===== src/rtl/draw_ball_pixel.sv =====
// Overlays a filled circular ball onto a VGA timing/RGB stream.
// The ball centre is sampled once per frame at the start of vertical blanking; all outputs have 2-cycle latency.
module draw_ball_pixel #(
  parameter int unsigned RADIUS     = 8,
  parameter logic [11:0] BALL_COLOR = 12'hFFF,
  parameter int unsigned X_INIT     = 512,
  parameter int unsigned Y_INIT     = 30
) (
  input  logic        pclk,
  input  logic        reset,
  input  logic [11:0] x_pos,
  input  logic [11:0] y_pos,
  input  logic [10:0] hcount_in,
  input  logic [10:0] vcount_in,
  input  logic        hsync_in,
  input  logic        vsync_in,
  input  logic        hblnk_in,
  input  logic        vblnk_in,
  input  logic [11:0] rgb_in,
  output logic [10:0] hcount_out,
  output logic [10:0] vcount_out,
  output logic        hsync_out,
  output logic        vsync_out,
  output logic        hblnk_out,
  output logic        vblnk_out,
  output logic [11:0] rgb_out
);

  localparam int unsigned POS_W  = 12;
  localparam int unsigned CNT_W  = 11;
  localparam int unsigned DIFF_W = 13;
  localparam int unsigned SQ_W   = 26;
  localparam int unsigned SUM_W  = 27;
  localparam int unsigned R_SQ   = RADIUS * RADIUS;

  typedef enum logic {
    ST_ACTIVE = 1'b0,
    ST_BLANK  = 1'b1
  } state_t;

  state_t             r_state;
  logic               r_vblnk_d;
  logic [POS_W-1:0]   r_x_lat;
  logic [POS_W-1:0]   r_y_lat;

  logic [SQ_W-1:0]    r_sq_x;
  logic [SQ_W-1:0]    r_sq_y;
  logic [CNT_W-1:0]   r_hcount_s1;
  logic [CNT_W-1:0]   r_vcount_s1;
  logic               r_hsync_s1;
  logic               r_vsync_s1;
  logic               r_hblnk_s1;
  logic               r_vblnk_s1;
  logic [11:0]        r_rgb_s1;

  logic signed [DIFF_W-1:0] w_dx;
  logic signed [DIFF_W-1:0] w_dy;
  logic signed [SQ_W-1:0]   w_dx_ext;
  logic signed [SQ_W-1:0]   w_dy_ext;
  logic signed [SQ_W-1:0]   w_sq_x;
  logic signed [SQ_W-1:0]   w_sq_y;
  logic [SUM_W-1:0]         w_sum;
  logic                     w_hit;

  // Frame latch: centre captured only on the rising edge of vertical blank
  always_ff @(posedge pclk or negedge reset) begin
    if (!reset) begin
      r_state   <= ST_ACTIVE;
      r_vblnk_d <= 1'b0;
      r_x_lat   <= POS_W'(X_INIT);
      r_y_lat   <= POS_W'(Y_INIT);
    end else begin
      r_vblnk_d <= vblnk_in;
      case (r_state)
        ST_ACTIVE: begin
          if (vblnk_in && !r_vblnk_d) begin
            r_x_lat <= x_pos;
            r_y_lat <= y_pos;
            r_state <= ST_BLANK;
          end
        end
        ST_BLANK: begin
          if (!vblnk_in) begin
            r_state <= ST_ACTIVE;
          end
        end
      endcase
    end
  end

  // Signed distances keep off-screen centres from wrapping onto the visible area
  assign w_dx     = $signed({2'b00, hcount_in}) - $signed({1'b0, r_x_lat});
  assign w_dy     = $signed({2'b00, vcount_in}) - $signed({1'b0, r_y_lat});
  assign w_dx_ext = SQ_W'(w_dx);
  assign w_dy_ext = SQ_W'(w_dy);
  assign w_sq_x   = w_dx_ext * w_dx_ext;
  assign w_sq_y   = w_dy_ext * w_dy_ext;

  // Stage 1: squared distances plus aligned timing/colour
  always_ff @(posedge pclk or negedge reset) begin
    if (!reset) begin
      r_sq_x      <= '0;
      r_sq_y      <= '0;
      r_hcount_s1 <= '0;
      r_vcount_s1 <= '0;
      r_hsync_s1  <= 1'b0;
      r_vsync_s1  <= 1'b0;
      r_hblnk_s1  <= 1'b0;
      r_vblnk_s1  <= 1'b0;
      r_rgb_s1    <= '0;
    end else begin
      r_sq_x      <= SQ_W'($unsigned(w_sq_x));
      r_sq_y      <= SQ_W'($unsigned(w_sq_y));
      r_hcount_s1 <= hcount_in;
      r_vcount_s1 <= vcount_in;
      r_hsync_s1  <= hsync_in;
      r_vsync_s1  <= vsync_in;
      r_hblnk_s1  <= hblnk_in;
      r_vblnk_s1  <= vblnk_in;
      r_rgb_s1    <= rgb_in;
    end
  end

  assign w_sum = {1'b0, r_sq_x} + {1'b0, r_sq_y};
  assign w_hit = (w_sum <= SUM_W'(R_SQ));

  // Stage 2: composite, never painting over blanking
  always_ff @(posedge pclk or negedge reset) begin
    if (!reset) begin
      hcount_out <= '0;
      vcount_out <= '0;
      hsync_out  <= 1'b0;
      vsync_out  <= 1'b0;
      hblnk_out  <= 1'b0;
      vblnk_out  <= 1'b0;
      rgb_out    <= '0;
    end else begin
      hcount_out <= r_hcount_s1;
      vcount_out <= r_vcount_s1;
      hsync_out  <= r_hsync_s1;
      vsync_out  <= r_vsync_s1;
      hblnk_out  <= r_hblnk_s1;
      vblnk_out  <= r_vblnk_s1;
      rgb_out    <= (w_hit && !r_hblnk_s1 && !r_vblnk_s1) ? BALL_COLOR : r_rgb_s1;
    end
  end

endmodule


===== config.mk =====
export PLATFORM = sky130hd
export DESIGN_NAME = draw_ball_pixel
export DESIGN_NICKNAME = d
export VERILOG_FILES = /design/src/rtl/draw_ball_pixel.sv
export SDC_FILE = /design/constraint.sdc
export NUM_CORES = 1
export LEC_CHECK = 0
export BUFFER_PORTS_ARGS = -buffer_cell sky130_fd_sc_hd__buf_4
export CAP_MARGIN = 20
export CORE_ASPECT_RATIO = 1.4
export CORE_UTILIZATION = 30
export DETAILED_ROUTE_END_ITERATION = 12
export PLACE_DENSITY_LB_ADDON = 0.1
export SLEW_MARGIN = 20
export SYNTH_ARGS = -nofsm -noshare
export SYNTH_HDL_FRONTEND = slang
export SYNTH_SLANG_ARGS = --single-unit

===== constraint.sdc =====
create_clock -name pclk -period 7.6 [get_ports pclk]
set_input_delay 1.52 -clock pclk [delete_from_list [all_inputs] [get_ports pclk]]
set_output_delay 1.52 -clock pclk [all_outputs]
set_load 0.01 [all_outputs]

# After elaboration in Yosys (flattened, before gate mapping)

Cells that the tools add are included.

Add/sub/neg operators: 3
$mul: 2
Divide/modulo/power cells: 0
Order comparisons: 1
Eq/ne operators: 0
Shift-type cells: 0
Multiplexer cells: 4
Bitwise gates (word level): 1
Reductions and logical operators: 6

Operator list:

| kind                                                                    | number |
|---|---|
| 13-bit by 13-bit multiplier with 26-bit output                          | 2 |
| 26-bit by 26-bit adder with 27-bit output                               | 1 |
| 27-bit by 7-bit <= comparator with 1-bit output (second input constant) | 1 |
| 11-bit by 12-bit subtractor with 13-bit output                          | 2 |
| 12-bit 2-to-1 mux                                                       | 1 |
| 1-bit logical AND                                                       | 3 |
| 1-bit logical NOT                                                       | 2 |
| 1-bit 2-to-1 mux                                                        | 2 |
| 1-bit one-hot mux with 2 select lines                                   | 1 |
| 2-bit AND reduction                                                     | 1 |
| 1-bit NOT                                                               | 1 |

Register bits: 153
Latch bits: 0
RAM bits: 0
Memory bits (read-only): 0
Input port bits: 64
Output and inout bits: 38
Logic and storage cells: 36
Memories kept: 0

# Longest topological paths before layout

Gate-level depths: netlist (run 1).

Depth in word-level cells: 5
Gate-level depth with buffers: 35
Gate-level depth less buffers: 34

# Worst setup path after synthesis (run 1)

OpenSTA, ideal clock, no wires.

Path type: in2reg
Start: in vcount_in[0]
End: reg r_sq_y[25]
Setup time: 0.080 ns
Arrival time: 8.727 ns
Required time: 7.520 ns
Slack: -1.207 ns
Stages on the path: 32
Path buffers: 0
Cell sequence: inv_1 -> ha_1 -> inv_1 -> fa_1 -> a21o_1 -> a21oi_1 -> o21bai_1 -> a21oi_1 -> o21bai_1 -> a21oi_1 -> xor2_1 -> inv_2 -> nand2_1 -> fa_1 -> fa_1 -> inv_1 -> fa_1 -> fa_1 -> fa_1 -> inv_1 -> fa_1 -> inv_1 -> ha_1 -> nor4_1 -> o21ai_1 -> a311oi_1 -> o21ai_1 -> nand2_1 -> o2111ai_1 -> a31o_2 -> a21oi_1 -> xnor2_1

Longest elaborated chain between the ends: 2

RTL lines:

| what                                           | RTL line | text |
|---|---|---|
| start, declared                                | 14       | `input logic [10:0] vcount_in,` |
| 11-bit by 12-bit subtractor with 13-bit output | 93       | `assign w_dy = $signed({2'b00, vcount_in}) - $signed({1'b0, r_y_lat});` |
| 13-bit by 13-bit multiplier with 26-bit output | 97       | `assign w_sq_y = w_dy_ext * w_dy_ext;` |
| via w_sq_y[25]                                 | 61       | `logic signed [SQ_W-1:0] w_sq_y;` |
| end signal, assigned                           | 113      | `r_sq_y <= SQ_W'($unsigned(w_sq_y));` |
| end, declared                                  | 47       | `logic [SQ_W-1:0] r_sq_y;` |

The timed path passes the listed nets, and every way through them passes these cells.
A chain may end at the register's enable or synchronous reset.

# Final worst setup path (run 1)

Start: in hcount_in[0]
End: reg r_sq_x[24]

Longest elaborated chain between the ends: 2

RTL lines:

| what                                           | RTL line | text |
|---|---|---|
| start, declared                                | 13       | `input logic [10:0] hcount_in,` |
| 11-bit by 12-bit subtractor with 13-bit output | 92       | `assign w_dx = $signed({2'b00, hcount_in}) - $signed({1'b0, r_x_lat});` |
| 13-bit by 13-bit multiplier with 26-bit output | 96       | `assign w_sq_x = w_dx_ext * w_dx_ext;` |
| via w_sq_x[24]                                 | 60       | `logic signed [SQ_W-1:0] w_sq_x;` |
| end signal, assigned                           | 112      | `r_sq_x <= SQ_W'($unsigned(w_sq_x));` |
| end, declared                                  | 46       | `logic [SQ_W-1:0] r_sq_x;` |

The timed path passes the listed nets, and every way through them passes these cells.

==> results.rst, run 1 <==
.. list-table::
   :header-rows: 1

   * - Metric
     - Value
   * - Status
     - finished, violations left
   * - Violations in the final reports
     - setup timing
   * - Clock tree from TritonCTS
     - built
   * - Total Die Area
     - 62,200 µm²
   * - Number of enable flip-flop cells after synthesis
     - 0
   * - Total CTS buffers
     - 17
   * - Share of synthesized registers carrying an async set or reset
     - 1.00
   * - Family with the most delay on the worst path
     - adder cells
   * - Most area-hungry cell type in the Yosys netlist
     - fa_1
   * - Post-CTS clock slew at the launch and capture registers of the worst setup and hold paths
     - 0.06 ns
   * - Most Frequent Cell on Critical Path
     - fa_1
   * - Final Routed Wirelength
     - 50,400 µm
   * - Number of antenna cells inserted
     - 0
   * - Critical path data arrival time
     - 8.32 ns
   * - Critical Path Fanout Max
     - 4
   * - Most instantiated flip-flop cell in the synthesis netlist
     - dfrtp_1
   * - Number of synthesis warnings
     - 0
   * - Wire per inst
     - 16.1 µm
   * - Nets
     - 2,853
   * - Critical path's slowest cell
     - fa_1
   * - Met1 capacity usage during global routing
     - 0.196
   * - Avg Synthesized Cell Area
     - 9.72 µm²
   * - Worst min path class
     - reg -> reg
   * - Portion of the clock cycle consumed by the worst path in the final layout
     - 1.05
   * - Relative slew margins
     - 0.268
   * - Distinct cell type count after synthesis
     - 79
   * - Sequential cell area fraction in the yosys report
     - 0.206
   * - Max-slew violation count
     - 0
   * - Sort of element at the start of the critical path
     - primary input
   * - First DRT Iteration DRCs
     - 341
   * - Sinks on Clock Net
     - 151
   * - Delay of the slowest cell on the worst path
     - 0.54 ns
   * - Setup TNS
     - -3.21 ns
   * - Vias after detailed routing
     - 14,094
   * - MaxCap Viol Count
     - 0
   * - Die height
     - 295 µm
   * - Core area
     - 60,100 µm²
   * - Type of the worst setup path
     - in -> reg
   * - Worst-margin pin slew
     - 1.09 ns
   * - Final hold violation count
     - 0
   * - Row Count
     - 106
   * - Final min period
     - 8.00 ns
   * - Clock Tree Root
     - clkbuf_16
   * - Slack of the worst reg-to-reg path
     - 0.35 ns
   * - Layout cells sized above 1
     - 0.287
   * - Worst Slack Setup Final
     - -0.399 ns
   * - Number of H-tree levels
     - 4
   * - Hold slack final
     - 0.347 ns
   * - Fill cell total of the finished layout
     - 6,038
   * - Number of antenna violations at the first check in global routing
     - 0
   * - Detail Route Antenna Nets
     - 0
   * - Worst-case clock skew
     - 0.0143 ns
   * - Required time reported for the critical path endpoint
     - 7.92 ns
   * - Overall global routing resource usage
     - 0.173
   * - Area contributors post-synth
     - fa_1 31%, dfrtp_1 20%, ha_1 13%
   * - Die width
     - 211 µm
   * - Maximum number of pins on one net before global-route repair
     - 79
   * - Final setup viols
     - 19
   * - Flops & latches, synth
     - 151
   * - Vias in the first global route
     - 16,009
   * - Residual DRC count
     - 0
   * - Half-perimeter wire length after detailed placement
     - 42,900 µm
   * - Initial cell density of the core
     - 0.306
   * - Type of destination of the critical path
     - register
   * - Cell count after synthesis
     - 1,889
   * - RD Place Congestion
     - 0.848
   * - Unrepaired setup endpoints after global routing
     - true
   * - Post-synthesis cell area
     - 18,400 µm²
   * - TritonRoute pass-1 iters
     - 4
   * - Vias per cell
     - 4.49
   * - Met3 layer usage reported by global route
     - 0.0120
   * - Routing usage on met2
     - 0.338
   * - Final global-route overflow total
     - 0
   * - Area share of the leading cell type in the synthesized netlist
     - 0.311
   * - Source-to-sink clock delay at the later pin of the worst-skew pair
     - 0.45 ns
   * - Number of buffers on the longest clock path
     - 2
   * - CP bufs+invs
     - 6
   * - IO Port Bufs
     - 101
   * - Layout-stage area growth over the synthesis result
     - 30.5%
   * - Wire length of the first global-routing pass
     - 83,200 µm
   * - Most utilized layer in the global route result
     - met2
   * - Fmax
     - 125 MHz
   * - IO Pins
     - 102
   * - Syn nets
     - 2,428
[final cells by class]
cell class	count	area, µm²	area share
multi-input combinational	1281	13600	0.568
sequential	151	3780	0.158
timing repair buffer	442	3380	0.141
inverter	421	1600	0.0670
tap	810	1010	0.0423
clock buffer	21	460	0.0192
clock inverter	11	100	0.00418
[what timing repair did]
item | in CTS | in global routing
setup buffers | 26 | 7
pin swaps | 78 | 23
endpoints found under the setup margin | 21 | 28
gates resized for setup | 81 | 47
hold buffers | 0 | 0
[layer usage]
metal  vias up  share of wire
met4         0          0.023
met3        51         0.0084
met5         -              0
li1       6821              -
met1      7135           0.41
met2        87           0.56
[kinds of logic after synthesis]
| family | after synthesis | synth area share |
|---|---|---|
| other cells | 1 | 0.000204 |
| buf+inv | 457 | 0.0955 |
| xor+xnor | 83 | 0.0404 |
| fa+ha+maj | 475 | 0.440 |
| compound gates | 255 | 0.0975 |
| mux | 10 | 0.00573 |
| flops | 151 | 0.206 |
| simple gates | 457 | 0.114 |
[synth_stat cells (all sizes together), types with 8 or more instances]
master / count
inv: 417
fa: 285
ha: 190
nand2: 162
dfrtp: 146
nor2: 145
o21ai: 75
xnor2: 60
a21oi: 53
nand2b: 29
clkbuf: 26
nor3: 24
xor2: 23
nand3: 20
a211oi: 17
a21o: 17
and3: 14
a41oi: 13
o311ai: 13
or4: 12
or3: 11
buf: 10
a31oi: 9
o21a: 9
o21bai: 8
[path summary, 6_finish.rpt]
check | from | endpoint | depth (start not counted)
max | hcount_in[0] | r_sq_x[24] | 31
min | r_hcount_s1[2] | hcount_out[2] | 0
max reg2reg | r_y_lat[1] | r_sq_y[25] | 32
min reg2reg | r_hcount_s1[2] | hcount_out[2] | 0
max in group asynchronous | reset | rgb_out[1] | 2
min in group asynchronous | reset | vcount_out[9] | 1
[worst register-to-register path, delay by kind of cell (launching register included)]
family	cells	cell delay, ns
and+or+nand+nor	4	0.50
xor gates and xnor gates	3	0.60
DFF	1	0.51
adders and majority gates	8	3.31
buffers and inverters	6	0.34
AOI/OAI and AO/OA	11	1.92
[state kept, by name, summed over array words and instances (netlist names), 12 cells and up]
signal    count
r_sq_y       25
r_sq_x       25
r_x_lat      12
rgb_out      12
r_rgb_s1     12
r_y_lat      12
[placed cells by master, fill, tap and decap left out, drive strengths merged, types with 11 or more instances in the layout]
cell type | synthesis | routed
a41oi | 13 | 13
buf | 10 | 442
xor2 | 23 | 23
o21ai | 75 | 75
dfrtp | 146 | 146
nor3 | 24 | 24
nor2 | 145 | 145
or3 | 11 | 11
nand2 | 162 | 162
ha | 190 | 190
o311ai | 13 | 13
fa | 285 | 285
or4 | 12 | 12
nand2b | 29 | 29
and3 | 14 | 14
a211oi | 17 | 17
clkbuf | 26 | 21
a21oi | 53 | 53
nand3 | 20 | 20
xnor2 | 60 | 60
a21o | 17 | 17
inv | 417 | 418
[metrics by stage]
stage / cell area (µm²) / instances / setup WS, ns / utilization
after floorplan: 18600 / 1889 / -0.858 / -
final: 23900 / 3137 / -0.399 / 0.399
after detailed placement: 22500 / 3074 / -1.28 / 0.375
after global placement: 22500 / 3074 / -1.22 / 0.375
after CTS: 23700 / 3131 / -0.362 / 0.394
after global routing: 23900 / 3137 / -0.775 / 0.399
Power of run 1 is not shown: default switching activity piles up to over one toggle a cycle in this logic, so the estimate is an artifact.
==> inputs of run 2 (changes only) <==
- MAX_ROUTING_LAYER: default -> met4
- SETUP_SLACK_MARGIN: default -> 0.1
==> run 2 against run 1 <==
  * Critical endpoint unchanged
  * Wire length increased by 0.29%
  * Non-clock buffer count increased by 2
  * Utilization increased by 0.40 points
  * Setup slack improved by 0.026 ns
  * Final area increased by 1.0%
  * Critical path depth decreased by 1
  * The flow still finishes with violations (setup timing)
  * Register-to-register slack about the same
  * Hold slack got worse by 0.00094 ns
  * Global-route usage increased by 0.64 points
  * Sequential share of layout area decreased by 0.16 points
==> results.rst, run 2 (synthesis results as in run 1) <==
.. list-table::
   :header-rows: 1

   * - Metric
     - Value
   * - Maximum number of pins on one net before global-route repair
     - 82 (+3.8%)
   * - MaxCap Viol Count
     - 0 (unchanged)
   * - Final hold violation count
     - 0 (unchanged)
   * - Required time reported for the critical path endpoint
     - 7.94 ns (+0.02 ns)
   * - Filler-free cell count of the finished design
     - 3,139 (+0.064%)
   * - First DRT Iteration DRCs
     - 456 (+34%)
   * - Number of antenna cells inserted
     - 0 (unchanged)
   * - Critical path's slowest cell
     - fa_1
   * - Final global-route overflow total
     - 0 (unchanged)
   * - Fmax
     - 125 MHz (+0.33%)
   * - Residual DRC count
     - 0 (unchanged)
   * - Total CTS buffers
     - 17 (unchanged)
   * - Critical path data arrival time
     - 8.31 ns (about the same)
   * - Levels on crit path
     - 30 (-3.2%)
   * - Portion of the clock cycle consumed by the worst path in the final layout
     - 1.05 (-0.00342)
   * - Highest-count cells in the layout ignoring fill and taps
     - 423 x buf_4, 386 x inv_1, 275 x fa_1
   * - Instance count after placement with tap cells included
     - 3,075 (+0.033%)
   * - Relative slew margins
     - 0.306 (+0.0376)
   * - Sort of element at the start of the critical path
     - primary input
   * - TritonRoute pass-1 iters
     - 5 (+1)
   * - IO Pins
     - 102 (unchanged)
   * - Die width
     - 211 µm (unchanged)
   * - Worst-case clock skew
     - 0.0134 ns (-0.000825 ns)
   * - CP bufs+invs
     - 5 (-1)
   * - Wire length of the first global-routing pass
     - 84,200 µm (+1.2%)
   * - Nets
     - 2,855 (+0.070%)
   * - Detail Route Antenna Nets
     - 0 (unchanged)
   * - Half-perimeter wire length after detailed placement
     - 42,500 µm (-1.1%)
   * - Critical Path Fanout Max
     - 4 (unchanged)
   * - Sinks on Clock Net
     - 151 (unchanged)
   * - Layout cells sized above 1
     - 0.293 (+0.00576)
   * - Worst Hold Endpoint
     - hcount_out[10]
   * - Final setup viols
     - 12 (-7)
   * - Most Frequent Cell on Critical Path
     - fa_1
   * - Count of hold-fix buffers inserted at cts
     - 0 (unchanged)
   * - Vias per cell
     - 4.48 (-0.22%)
   * - Post-CTS clock slew at the launch and capture registers of the worst setup and hold paths
     - 0.07 ns (about the same)
   * - Critical register-to-register path endpoint
     - r_sq_x[24]
   * - Clock tree from TritonCTS
     - built
   * - Max-slew violation count
     - 0 (unchanged)
   * - Worst Slack Setup Final
     - -0.373 ns (+0.0260 ns)
   * - RD Place Congestion
     - 0.889 (+4.8%)
   * - Delay of the slowest cell on the worst path
     - 0.56 ns (+0.02 ns)
   * - Largest regs
     - r_sq_x (25), r_sq_y (25)
   * - Initial cell density of the core
     - 0.306 (unchanged)
   * - Vias after detailed routing
     - 14,072 (-0.16%)
   * - Most common cell after layout, fill and taps aside
     - buf_4
   * - Source-to-sink clock delay at the later pin of the worst-skew pair
     - 0.46 ns (about the same)
   * - Instance count along the most critical hold path
     - 0 (unchanged)
   * - Final min period
     - 7.97 ns (-0.0260 ns)
   * - Number of antenna violations at the first check in global routing
     - 0 (unchanged)
   * - Violations in the final reports
     - setup timing
   * - Worst r2r src
     - r_x_lat[1]
   * - Number of buffers on the longest clock path
     - 2 (unchanged)
   * - Setup TNS
     - -2.62 ns (+0.589 ns)
   * - Clock Tree Root
     - clkbuf_16
   * - Worst Min Path Start
     - r_hcount_s1[10]
   * - Total Die Area
     - 62,200 µm² (unchanged)
   * - Layout-stage area growth over the synthesis result
     - 31.8%
   * - Status
     - finished, violations left
   * - Overall global routing resource usage
     - 0.180 (+0.00637)
   * - Number of H-tree levels
     - 4 (unchanged)
   * - Type of the worst setup path
     - in -> reg
   * - Type of destination of the critical path
     - register
   * - Row Count
     - 106 (unchanged)
   * - Final Routed Wirelength
     - 50,500 µm (+0.29%)
   * - Unrepaired setup endpoints after global routing
     - true
   * - Slack of the worst reg-to-reg path
     - 0.36 ns (about the same)
   * - Wire per inst
     - 16.1 µm (+0.22%)
   * - IO Port Bufs
     - 101 (unchanged)
   * - Worst R2R Path Depth
     - 30 (-6.3%)
   * - Worst min path class
     - reg -> reg
   * - Family with the most delay on the worst path
     - adder cells
   * - Worst-margin pin slew
     - 1.04 ns (-0.0561 ns)
   * - Die height
     - 295 µm (unchanged)
   * - Core area
     - 60,100 µm² (unchanged)
   * - Worst setup slack after placement
     - -1.23 ns (+0.0474 ns)
   * - Vias in the first global route
     - 15,835 (-1.1%)
## run 2: layer usage
| metal | routed length [µm] | GRT usage | vias up |
|---|---|---|---|
| met5 | 0 | - | - |
| met4 | 708 | 0.0422 | 0 |
| met3 | 617 | 0.0129 | 34 |
| met2 | 28400 | 0.340 | 122 |
| met1 | 20800 | 0.204 | 7099 |
| li1 | - | - | 6817 |
## run 2: worst max path at each step
stage	slack, ns	end	startpoint
6_report	-0.37	r_sq_x[24]	hcount_in[0]
5_1_grt	-0.70	r_sq_x[24]	hcount_in[0]
4_1_cts	-0.37	r_sq_x[24]	hcount_in[0]
3_5_place_dp	-1.23	r_sq_x[24]	hcount_in[0]
3_3_place_gp	-1.21	r_sq_x[24]	hcount_in[0]
2_1_floorplan	-0.86	r_sq_x[24]	hcount_in[0]
## run 2: area by class of cell
class	count	area (µm²)
clock buffer	21	450
clock inverter	11	173
fill	6125	35900
inverter	421	1600
multi-input combinational	1281	13700
sequential	151	3780
tap	810	1010
timing repair buffer	444	3460
## run 2: per-stage QoR
| stage | util | hold slack, ns | cell area [µm²] |
|---|---|---|---|
| 2_1_floorplan | - | 0.331 | 18600 |
| 3_3_place_gp | 0.376 | 0.333 | 22600 |
| 3_5_place_dp | 0.376 | 0.335 | 22600 |
| 4_1_cts | 0.399 | 0.349 | 24000 |
| 5_1_grt | 0.403 | 0.353 | 24200 |
| 6_report | 0.403 | 0.346 | 24200 |
## run 2: repair_timing
action | CTS | global route
buffers inserted | 46 | 5
gates resized for setup | 114 | 43
setup endpoints to repair | 23 | 26
pin swaps | 95 | 27
Power of run 2 is left out for the same reason.
